===== src/rtl/ex_mem_stage.sv =====
// rtl/ex_mem_stage.sv - EX stage ALU with EX/MEM pipeline register and optional iterative multiplier
//
// Purpose: selects operands, executes the ALU operation and registers the result
//          plus pass-through controls into EX/MEM. With EX_MUL_EN defined, op 8
//          runs a 16-cycle shift-add multiply and stalls the front end meanwhile.
// Macro:   EX_MUL_EN  - enables the multiplier FSM; otherwise op 8 yields 0.
// Ports:
//   clk_i, rst_n (sync, active-low), ex_flush_i (kill instruction in EX)
//   WB_i, MEM_i, EX_i, PC_i, RS_data_i, RT_data_i, SE_i, Zerofilled_i,
//   func_i, RT_reg_i, RD_reg_i                    - ID/EX inputs
//   stall_o                                        - combinational hold request
//   WB_o, MEM_o, ALU_result_o, store_data_o, branch_tgt_o, zero_o, dst_reg_o
//                                                  - registered EX/MEM outputs

module ex_mem_stage (
    input  logic        clk_i,
    input  logic        rst_n,
    input  logic        ex_flush_i,
    input  logic [1:0]  WB_i,
    input  logic [1:0]  MEM_i,
    input  logic [6:0]  EX_i,
    input  logic [15:0] PC_i,
    input  logic [15:0] RS_data_i,
    input  logic [15:0] RT_data_i,
    input  logic [15:0] SE_i,
    input  logic [15:0] Zerofilled_i,
    input  logic [3:0]  func_i,
    input  logic [2:0]  RT_reg_i,
    input  logic [2:0]  RD_reg_i,
    output logic        stall_o,
    output logic [1:0]  WB_o,
    output logic [1:0]  MEM_o,
    output logic [15:0] ALU_result_o,
    output logic [15:0] store_data_o,
    output logic [15:0] branch_tgt_o,
    output logic        zero_o,
    output logic [2:0]  dst_reg_o
);

    logic        unused_ex6;
    logic [15:0] op_a;
    logic [15:0] op_b;
    logic [3:0]  op;
    logic [15:0] alu_res;
    logic [15:0] result;
    logic        bubble;

    logic [1:0]  wb_q, wb_d, mem_q, mem_d;
    logic [15:0] alu_q, alu_d, store_q, store_d, tgt_q, tgt_d;
    logic        zero_q, zero_d;
    logic [2:0]  dst_q, dst_d;

    assign unused_ex6 = EX_i[6];

    assign op_a = RS_data_i;
    assign op_b = EX_i[3] ? (EX_i[5] ? Zerofilled_i : SE_i) : RT_data_i;
    assign op   = (EX_i[2:0] == 3'b111) ? func_i : {1'b0, EX_i[2:0]};

    // Single-cycle ALU; op 8 is 0 here because the product comes from the FSM.
    always_comb begin
        alu_res = 16'h0000;
        case (op)
            4'd0: alu_res = op_a + op_b;
            4'd1: alu_res = op_a - op_b;
            4'd2: alu_res = op_a & op_b;
            4'd3: alu_res = op_a | op_b;
            4'd4: alu_res = op_a ^ op_b;
            4'd5: alu_res = {15'd0, $signed(op_a) < $signed(op_b)};
            4'd6: alu_res = op_a << op_b[3:0];
            4'd7: alu_res = op_a >> op_b[3:0];
            default: alu_res = 16'h0000;
        endcase
    end

`ifdef EX_MUL_EN
    typedef enum logic {S_IDLE, S_BUSY} state_t;

    state_t      state_q, state_d;
    logic [3:0]  cnt_q, cnt_d;
    logic [15:0] acc_q, acc_d;
    logic [15:0] mcand_q, mcand_d;
    logic [15:0] mplier_q, mplier_d;
    logic        use_prod;

    always_ff @(posedge clk_i) begin
        if (!rst_n) begin
            state_q  <= S_IDLE;
            cnt_q    <= 4'd0;
            acc_q    <= 16'h0000;
            mcand_q  <= 16'h0000;
            mplier_q <= 16'h0000;
        end else begin
            state_q  <= state_d;
            cnt_q    <= cnt_d;
            acc_q    <= acc_d;
            mcand_q  <= mcand_d;
            mplier_q <= mplier_d;
        end
    end

    // Multiplicand shifts left and multiplier right, so bit 0 of the
    // multiplier always selects the correctly weighted partial product.
    always_comb begin
        state_d  = state_q;
        cnt_d    = cnt_q;
        acc_d    = acc_q;
        mcand_d  = mcand_q;
        mplier_d = mplier_q;
        if (ex_flush_i) begin
            state_d = S_IDLE;
            cnt_d   = 4'd0;
        end else begin
            case (state_q)
                S_IDLE: begin
                    if (op == 4'd8) begin
                        state_d  = S_BUSY;
                        cnt_d    = 4'd0;
                        acc_d    = 16'h0000;
                        mcand_d  = op_a;
                        mplier_d = op_b;
                    end
                end
                S_BUSY: begin
                    acc_d    = acc_q + (mplier_q[0] ? mcand_q : 16'h0000);
                    mcand_d  = mcand_q << 1;
                    mplier_d = mplier_q >> 1;
                    cnt_d    = cnt_q + 4'd1;
                    if (cnt_q == 4'd15) state_d = S_IDLE;
                end
                default: state_d = S_IDLE;
            endcase
        end
    end

    always_comb begin
        stall_o  = 1'b0;
        bubble   = 1'b0;
        use_prod = 1'b0;
        if (!rst_n) begin
            stall_o = 1'b0;
        end else if (ex_flush_i) begin
            bubble = 1'b1;
        end else begin
            case (state_q)
                S_IDLE: begin
                    if (op == 4'd8) begin
                        stall_o = 1'b1;
                        bubble  = 1'b1;
                    end
                end
                S_BUSY: begin
                    if (cnt_q != 4'd15) begin
                        stall_o = 1'b1;
                        bubble  = 1'b1;
                    end else begin
                        use_prod = 1'b1;
                    end
                end
                default: bubble = 1'b1;
            endcase
        end
    end

    // acc_d already includes the last partial product on the completing cycle.
    assign result = use_prod ? acc_d : alu_res;
`else
    assign stall_o = 1'b0;
    assign bubble  = ex_flush_i;
    assign result  = alu_res;
`endif

    always_comb begin
        wb_d    = WB_i;
        mem_d   = MEM_i;
        alu_d   = result;
        store_d = RT_data_i;
        tgt_d   = PC_i + SE_i;
        zero_d  = (result == 16'h0000);
        dst_d   = EX_i[4] ? RD_reg_i : RT_reg_i;
        if (bubble) begin
            wb_d    = 2'b00;
            mem_d   = 2'b00;
            alu_d   = 16'h0000;
            store_d = 16'h0000;
            tgt_d   = 16'h0000;
            zero_d  = 1'b0;
            dst_d   = 3'd0;
        end
    end

    always_ff @(posedge clk_i) begin
        if (!rst_n) begin
            wb_q    <= 2'b00;
            mem_q   <= 2'b00;
            alu_q   <= 16'h0000;
            store_q <= 16'h0000;
            tgt_q   <= 16'h0000;
            zero_q  <= 1'b0;
            dst_q   <= 3'd0;
        end else begin
            wb_q    <= wb_d;
            mem_q   <= mem_d;
            alu_q   <= alu_d;
            store_q <= store_d;
            tgt_q   <= tgt_d;
            zero_q  <= zero_d;
            dst_q   <= dst_d;
        end
    end

    assign WB_o         = wb_q;
    assign MEM_o        = mem_q;
    assign ALU_result_o = alu_q;
    assign store_data_o = store_q;
    assign branch_tgt_o = tgt_q;
    assign zero_o       = zero_q;
    assign dst_reg_o    = dst_q;

endmodule


===== config.mk =====
export PLATFORM = sky130hd
export DESIGN_NAME = ex_mem_stage
export DESIGN_NICKNAME = d
export VERILOG_FILES = /design/src/rtl/ex_mem_stage.sv
export SDC_FILE = /design/constraint.sdc
export NUM_CORES = 1
export LEC_CHECK = 0
export ABC_AREA = 1
export CAP_MARGIN = 25
export CORE_UTILIZATION = 25
export DETAILED_ROUTE_END_ITERATION = 12
export GPL_TIMING_DRIVEN = 0
export PLACE_DENSITY_LB_ADDON = 0.12
export SYNTH_ARGS = -nofsm -noshare
export SYNTH_HDL_FRONTEND = slang
export SYNTH_SLANG_ARGS = --single-unit

===== constraint.sdc =====
create_clock -name clk_i -period 7.7 [get_ports clk_i]
set_clock_uncertainty 0.05 [all_clocks]
set_input_delay 0.77 -clock clk_i [delete_from_list [all_inputs] [get_ports clk_i]]
set_output_delay 0.77 -clock clk_i [all_outputs]
set_load 0.03 [all_outputs]

[Word level (Yosys, flattened, before mapping)]
Index checks and enable logic that the tools add are counted.
Cells by class
  shift operators: 2
  eq/ne operators: 8
  magnitude comparators: 1
  $add $sub $neg: 3
  muxes and demuxes: 5
  reduce and logical (&&, ||, !) cells: 3
  bitwise operators: 4
Operators by type and width (number)
  16-bit one-hot mux with 8 select lines: 1
  16-bit adder: 2
  16-bit two-way mux: 2
  16-bit bitwise AND: 1
  4-bit by 3-bit equality test with 1-bit output (second input constant): 4
  16-bit logical NOT: 1
  16-bit less-than comparator: 1
  16-bit bitwise OR: 1
  16-bit by 4-bit << shifter with 16-bit output: 1
  16-bit by 4-bit >> shifter with 16-bit output: 1
  16-bit subtractor: 1
  16-bit bitwise XOR: 1
  4-bit by 2-bit equality test with 1-bit output (second input constant): 2
  4-bit by 1-bit equality test with 1-bit output (second input constant): 1
  4-bit logical NOT: 1
  4-bit two-way mux: 1
  3-bit equality test (second input constant): 1
  3-bit two-way mux: 1
  2-bit OR reduction: 1
  1-bit inverter: 1
Word-level totals
  flip-flop bits (word level): 56
  input bits: 104

[Logic depth before layout (Yosys ltp)]
Gate-level depths: netlist of run 1.
  depth after elaboration: 5
  mapped depth: 24
  depth with buffers taken out: 21

[Worst setup path after synthesis of run 1]
Ideal clock, no wire load.
  path kind: input port to flip-flop
  from: in EX_i[5]
  to: reg zero_q, in the netlist zero_o
  data arrival time: 3.161 ns
  required time: 7.586 ns
  cell stages on the path: 20
  path buffers: 3
  library setup time: 0.064 ns
  setup slack: 4.425 ns
  path through: buf_6 clkbuf_1 nor2_1 nor2_1 o21ai_0 o21ai_0 inv_1 ha_1 buf_2 or2_2 o21ai_1 a21oi_1 or2_0 nand3_1 nand2_1 nor2_1 nand2_1 nor2_1 nand2_1 nor2_1
Between the ends
  longest elaborated chain between the ends: 5
Ends and longest elaborated chain
  from (decl): RTL line 21  | input logic [6:0] EX_i,
  16-bit two-way mux * (2 in series): RTL line 56  | assign op_b = EX_i[3] ? (EX_i[5] ? Zerofilled_i : SE_i) : RT_data_i;
  16-bit subtractor (tied with other cells): RTL line 64  | 4'd1: alu_res = op_a - op_b;
  16-bit one-hot mux with 8 select lines *: RTL line 62  | case (op)
  16-bit logical NOT *: RTL line 178  | zero_d = (result == 16'h0000);
  to (signal assigned): RTL line 206  | zero_q <= zero_d;
  to (decl): RTL line 50  | logic zero_q, zero_d;
Mark *: on every way between the ends. The rest lies on a longest branch, timed or not.
A chain may end at the register's enable or synchronous reset.

[Worst setup path in the final report of run 1]
  from: in EX_i[3]
  to: reg zero_q, in the netlist zero_o
Between the ends
  longest elaborated chain between the ends: 4
Ends and longest elaborated chain (RTL line)
  16-bit two-way mux *: 56
  16-bit subtractor (tied with other cells): 64
  16-bit one-hot mux with 8 select lines *: 62
  16-bit logical NOT *: 178
Marked as above.

==> summary.md, run 1 <==
| Metric | Value |
|---|---|
| Status | finished clean |
| Post-synthesis cell area | about 7000 sq um |
| Peak VDD IR | 0.0770 mV |
| Layout net count | 1502 |
| Share of the synthesized area in the top cell type | between 15 and 20% |
| Clock Sinks | 56 |
| Buffers on Ports | approximately 160 |
| Slew @ Worst Pin | ~740 ps |
| Num CTS Buffers | 5 |
| DRT iter0 DRCs | 689 |
| Worst path cell trace | clkdlybuf4s50_1 -> inv_2 -> clkbuf_1 -> nor2_1 -> o21ai_0 -> o21ai_0 -> inv_1 -> ha_1 -> buf_2 -> inv_1 -> a21oi_1 -> nand3_1 -> nand2_1 -> nand2_1 -> nand3_1 -> nand3_1 -> nand3_1 -> nand4_1 -> nor2_1 -> nand2_1 -> nor2_1 |
| CP peak stage delay | ~600 ps |
| Via count | ~8200 |
| Worst path slowest cell | clkdlybuf4s50_1 |
| Layout cells sized above 1 | ~6.3% |
| WL per Instance | 18.0 microns |
| Post-synth top cells | nand2_1, nand3_1, nor2_1 |
| Fin. Hold Viols | 0 |
| Nature of the critical path endpoint | flop |
| Final GP Congestion | ~1 |
| Max-Cap Viols | 0 |
| Met2 WL | around 13 mm |
| Die W | approximately 170 microns |
| Cells after Synth | roughly 1200 |
| Arr. time, crit path | between 4000 and 5000 ps |
| I/O Pins | 161 |
| CP Launch Type | input port |
| CORE AREA | between 20000 and 30000 sq um |
| Area leader, netlist | nand3_1 |
| Post-CTS Setup Bufs | 0 |
| Worst EP required | between 7000 and 8000 ps |
| Post-CTS Resized | 0 |
| GRT Residual Overflow | 0 |
| TritonRoute pass-1 iters | 5 |
| Antenna violations before repair | 1 |
| Synth Register Bits | 56 |
| Pin count of the biggest net entering global routing | 16 |
| EDFF count, synth | 0 |
| Root Driver | clkbuf_16 |
| Wl on met1 | between 10 and 15 mm |
| Die Span Y | roughly 170 microns |
| Ys async rst share | 0% |
| Mean Syn Cell Area | ~5.9 sq um |
| Pre-CTS setup slack | between 2000 and 3000 ps |
| Top Metal Used | met5 |
| Dominant cells by area after synthesis | nand3_1, dfxtp_1, nand2_1, ha_1, nor2_1 |
| Fmax | 224 MHz |
| Post-CTS Hold Buffers | 0 |
| Clock Tree Buf Depth | 2 |
| Met3 Routed Length | 2.66 mm |
| Hold Startpoint | WB_i[0] |
| Crit share post-route | between 50% and 60% |
| Hold path depth | 3 |
| Crit-path most repeated cell | nand3_1 |
| # diodes | 0 |
| Die Footprint | roughly 28000 sq um |
| Syn_nets | 1338 |
| Most frequent cell after synthesis | nand2_1 |
| Detailed Route WL | approximately 30 mm |
| Rows | 60 |
| Setup TNS | 0 ps |
| RSZ-0062 raised after global routing | false |
| CTS H-tree depth | 2 |
| Crit-path leading delay family | simple AND/OR/NAND/NOR gates |
| Setup violators final | 0 |
| Fillcell total | ~3000 |
| CP Buf/Inv Count | 6 |
| Slew Viols, Final | 0 |
| Worst setup path category | input port to flop |
| DRC | 0 |
| Number of global-route vias before repair | around 8000 |
| Dpl hpwl | around 25 mm |
| First-pass GRT wire length | between 40 and 50 mm |
| Ys Warns | 0 |
| Util after Layout | roughly 33% |
| Max FO, Critical Path | 10 |
| Initial core utilization | around a quarter |
| PD cells | roughly 130 nW/um^2 |
| Crit path from | EX_i[3] |
| Hold WC Path Type | input port to flop |
| Rel. slew slack | roughly half |
| Vias per std cell | about 4.9 |
| Tot GR Track Use | between 20% and 30% |
| Worst-path clk slew | 70 ps |
| TritonCTS clock tree | done |
| DRT antenna net count | 0 |
| Worst Slack Setup Final | 3240 ps |
| CP Depth | 21 |
| Seq/Total Area, Yosys | between 10% and 20% |
| Area Growth Syn to Fin | 30.9% |
| Leak | roughly 0.0044 uW |
| Top_reg_cell synth | dfxtp_1 |
| Distinct cells, synth | 48 |
| Post-route minimum period | 4460 ps |
[worst paths after layout]
kind | endpoint | slack [ps]
max | zero_o | 3240
min | WB_o[0] | 930
[logic make-up (layout without fill, tap and decap cells)]
kind of cell | after synthesis | in the layout | synth area share, %
simple gates | 682 | 682 | 44.6
buf+inv | 195 | 359 | 12.5
compound gates | 149 | 149 | 12.3
fa+ha+maj | 73 | 73 | 13.6
flops | 56 | 56 | 16.3
xor+xnor | 5 | 5 | 0.636
other cells | 1 | 1 | 0.0544
[tightest hold or removal path, stage by stage]
cell	delay, ps
clkdlybuf4s50_1	390
inv_1	50
nor2_1	30
[sequential cells by signal (all words and copies together) (netlist names)]
register / flops
dst_reg_o: 3
ALU_result_o: 16
WB_o: 2
zero_o: 1
store_data_o: 16
branch_tgt_o: 16
MEM_o: 2
[power breakdown]
| group | leakage (uW) | internal, uW | switching [uW] |
|---|---|---|---|
| logic | 0.00382 | 230 | 416 |
| registers | 0.000459 | 306 | 4.32 |
| clock network | 0.0000667 | 119 | 109 |
[cells in the final DEF (no fill, tap or decap), drive strengths merged, types with 8 or more instances in the layout]
cell type,n
nand4,17
ha,70
o21ai,57
nand3,236
clkdlybuf4s50,157
nor2,158
nand3b,8
clkbuf,14
nand2,250
buf,34
dfxtp,56
a21oi,64
nor3,9
inv,152
[stage by stage]
stage / cell area, sq um / hold WS (ps) / power, uW / cells
2_1_floorplan: 6890 / 832 / 718 / 1161
3_3_place_gp: 8890 / 1240 / 963 / 1659
3_5_place_dp: 8890 / 1250 / 957 / 1659
4_1_cts: 9020 / 920 / 1190 / 1666
5_1_grt: 9020 / 960 / 1270 / 1666
6_report: 9020 / 934 / 1180 / 1666
[routing by layer]
layer	GRT usage, %	vias up
met3	4.91	62
met5	0	-
li1	-	4125
met1	27.2	3669
met2	33.8	346
met4	9.13	2
[cell type report]
class	instances	area (sq um)	share of cell area, %
tap	341	427	4.73
timing repair buffer	157	1570	17.4
inverter	153	577	6.39
buffer	42	287	3.18
multi-input combinational	910	4900	54.4
sequential	56	1120	12.4
clock inverter	1	5.00	0.0555
clock buffer	6	129	1.43
Power figures use the tool's default switching activity.
==> inputs of run 2 (changes only) <==
==> constraint.sdc (replaced) <==
create_clock -name clk_i -period 4.5 [get_ports clk_i]
set_clock_uncertainty 0.05 [all_clocks]
set_input_delay 0.45 -clock clk_i [delete_from_list [all_inputs] [get_ports clk_i]]
set_output_delay 0.45 -clock clk_i [all_outputs]
set_load 0.03 [all_outputs]
==> summary.md, run 2 (same netlist as run 1, synthesis figures left out) <==
| Metric | Value |
|---|---|
| Status | finished clean |
| Leak | about 0.0043 uW |
| Post-CTS Setup Bufs | 0 |
| Area Growth Syn to Fin | 30.9% |
| I/O Pins | ~160 |
| Combinational share of power | approximately 55% |
| Hold Startpoint | WB_i[0] |
| Crit path from | EX_i[3] |
| Buffers on Ports | 157 |
| TritonCTS clock tree | done |
| CORE AREA | 27000 sq um |
| Setup TNS | 0 ps |
| Pre-CTS setup slack | 10.7 ps |
| Layout net count | around 1500 |
| GRT Residual Overflow | 0 |
| Number of global-route vias before repair | about 8000 |
| Peak VDD IR | roughly 0.13 mV |
| Dpl hpwl | between 20 and 30 mm |
| Fin. Hold Viols | 0 |
| Die Span Y | approximately 170 microns |
| PD cells | 225 nW/um^2 |
| Top Metal Used | met5 |
| Worst-path clk slew | ~70 ps |
| Via count | slightly above 8000 |
| CP Launch Type | input port |
| DRT iter0 DRCs | approximately 600 |
| Clock Sinks | 56 |
| Met3 Routed Length | between 2 and 2.5 mm |
| RSZ-0062 raised after global routing | false |
| Slew @ Worst Pin | 738 ps |
| Antenna violations before repair | 1 |
| First-pass GRT wire length | 45.7 mm |
| Hold WC Path Type | input port to flop |
| Min Hold Slack | just over 600 ps |
| Int Pwr | ~1100 uW |
| Most common cell after layout, fill and taps aside | nand2_1 |
| TritonRoute pass-1 iters | 8 |
| Crit share post-route | between 90% and 100% |
| Post-route minimum period | between 4000 and 5000 ps |
| Arr. time, crit path | approximately 4300 ps |
| Max FO, Critical Path | 10 |
| Worst setup path category | input port to flop |
| Util after Layout | 33.4% |
| Worst Slack Setup Final | 429 ps |
| Initial core utilization | 25.5% |
| Most frequent cells in the layout | nand2_1, nand3_1, clkdlybuf4s50_1, nor2_1, inv_1 |
| Pin count of the biggest net entering global routing | 16 |
| DRT antenna net count | 0 |
| Slew Viols, Final | 0 |
| Flop pwr share | a little over a quarter |
| CTS H-tree depth | 2 |
| Switching Power | roughly 900 uW |
| Rows | 60 |
| Die Footprint | roughly 28000 sq um |
| Vias per std cell | slightly below 5 |
| Worst EP required | around 4700 ps |
| Pwr Total | approximately 2000 uW |
| Rel. slew slack | approximately half |
| Setup violators final | 0 |
| Nature of the critical path endpoint | flop |
| Root Driver | clkbuf_16 |
| # diodes | 0 |
| Tot GR Track Use | around a fifth |
| Layout cells sized above 1 | ~6.3% |
| WL per Instance | 18.1 microns |
| DRC | 0 |
| Num CTS Buffers | 5 |
| Clock Tree Buf Depth | 2 |
| Wl on met1 | between 10 and 15 mm |
| Met2 WL | between 10 and 15 mm |
| Die W | approximately 170 microns |
| Fmax | 246 MHz |
| Max-Cap Viols | 0 |
| Clock share of power | a little under a fifth |
| Post-CTS Hold Buffers | 0 |
| Detailed Route WL | slightly above 30 mm |
| Switching Fraction | around 45% |
| Final GP Congestion | around 1 |
[run 2: power groups by stage]
stage | Combinational (uW) | Clock (uW) | Sequential, uW
final | 1110 | 390 | 531
after global routing | 1220 | 424 | 535
after CTS | 1100 | 410 | 532
after detailed placement | 1100 | 0 | 543
after global placement | 1110 | 0 | 542
after floorplan | 628 | 0 | 601
[run 2: final cells by class]
type / count / area (sq um)
sequential: 56 / 1120
tap: 341 / 427
clock buffer: 6 / 129
clock inverter: 1 / 5.00
fill: 3010 / 18000
timing repair buffer: 157 / 1570
multi-input combinational: 910 / 4900
inverter: 153 / 577
buffer: 41 / 283
[run 2: layer usage]
| metal | GRT usage [%] | up-vias |
|---|---|---|
| li1 | - | 4124 |
| met1 | 27.2 | 3718 |
| met2 | 33.8 | 321 |
| met3 | 4.91 | 62 |
| met4 | 9.13 | 2 |
| met5 | 0 | - |
[run 2: through the flow]
stage          instance area (sq um)  std cells
2_1_floorplan                   6890       1161
3_3_place_gp                    8890       1659
3_5_place_dp                    8890       1659
4_1_cts                         9020       1666
5_1_grt                         9020       1665
6_report                        9020       1665
[run 2: critical path, cell delays in order]
cell,delay [ps]
clkdlybuf4s50_1,530
buf_6,210
clkbuf_1,210
o21ai_0,650
inv_1,150
ha_1,300
buf_2,170
o21ai_0,360
inv_1,100
nand2_1,170
nand3_1,110
nand2_1,80
nand2_1,50
nand3_1,190
nand4_1,210
nor2_1,150
nand2_1,60
nor2_1,90
[run 2: final timing paths]
kind	to	slack [ps]	cells after the start
hold / removal	WB_o[0]	610	3
setup / recovery	zero_o	430	18
[run 2: what timing repair did]
| action | 4_1_cts | 5_1_grt |
|---|---|---|
| endpoints found under the hold margin | 0 | 0 |
| endpoints found under the setup margin | 0 | 1 |
| resized for setup | 0 | 4 |
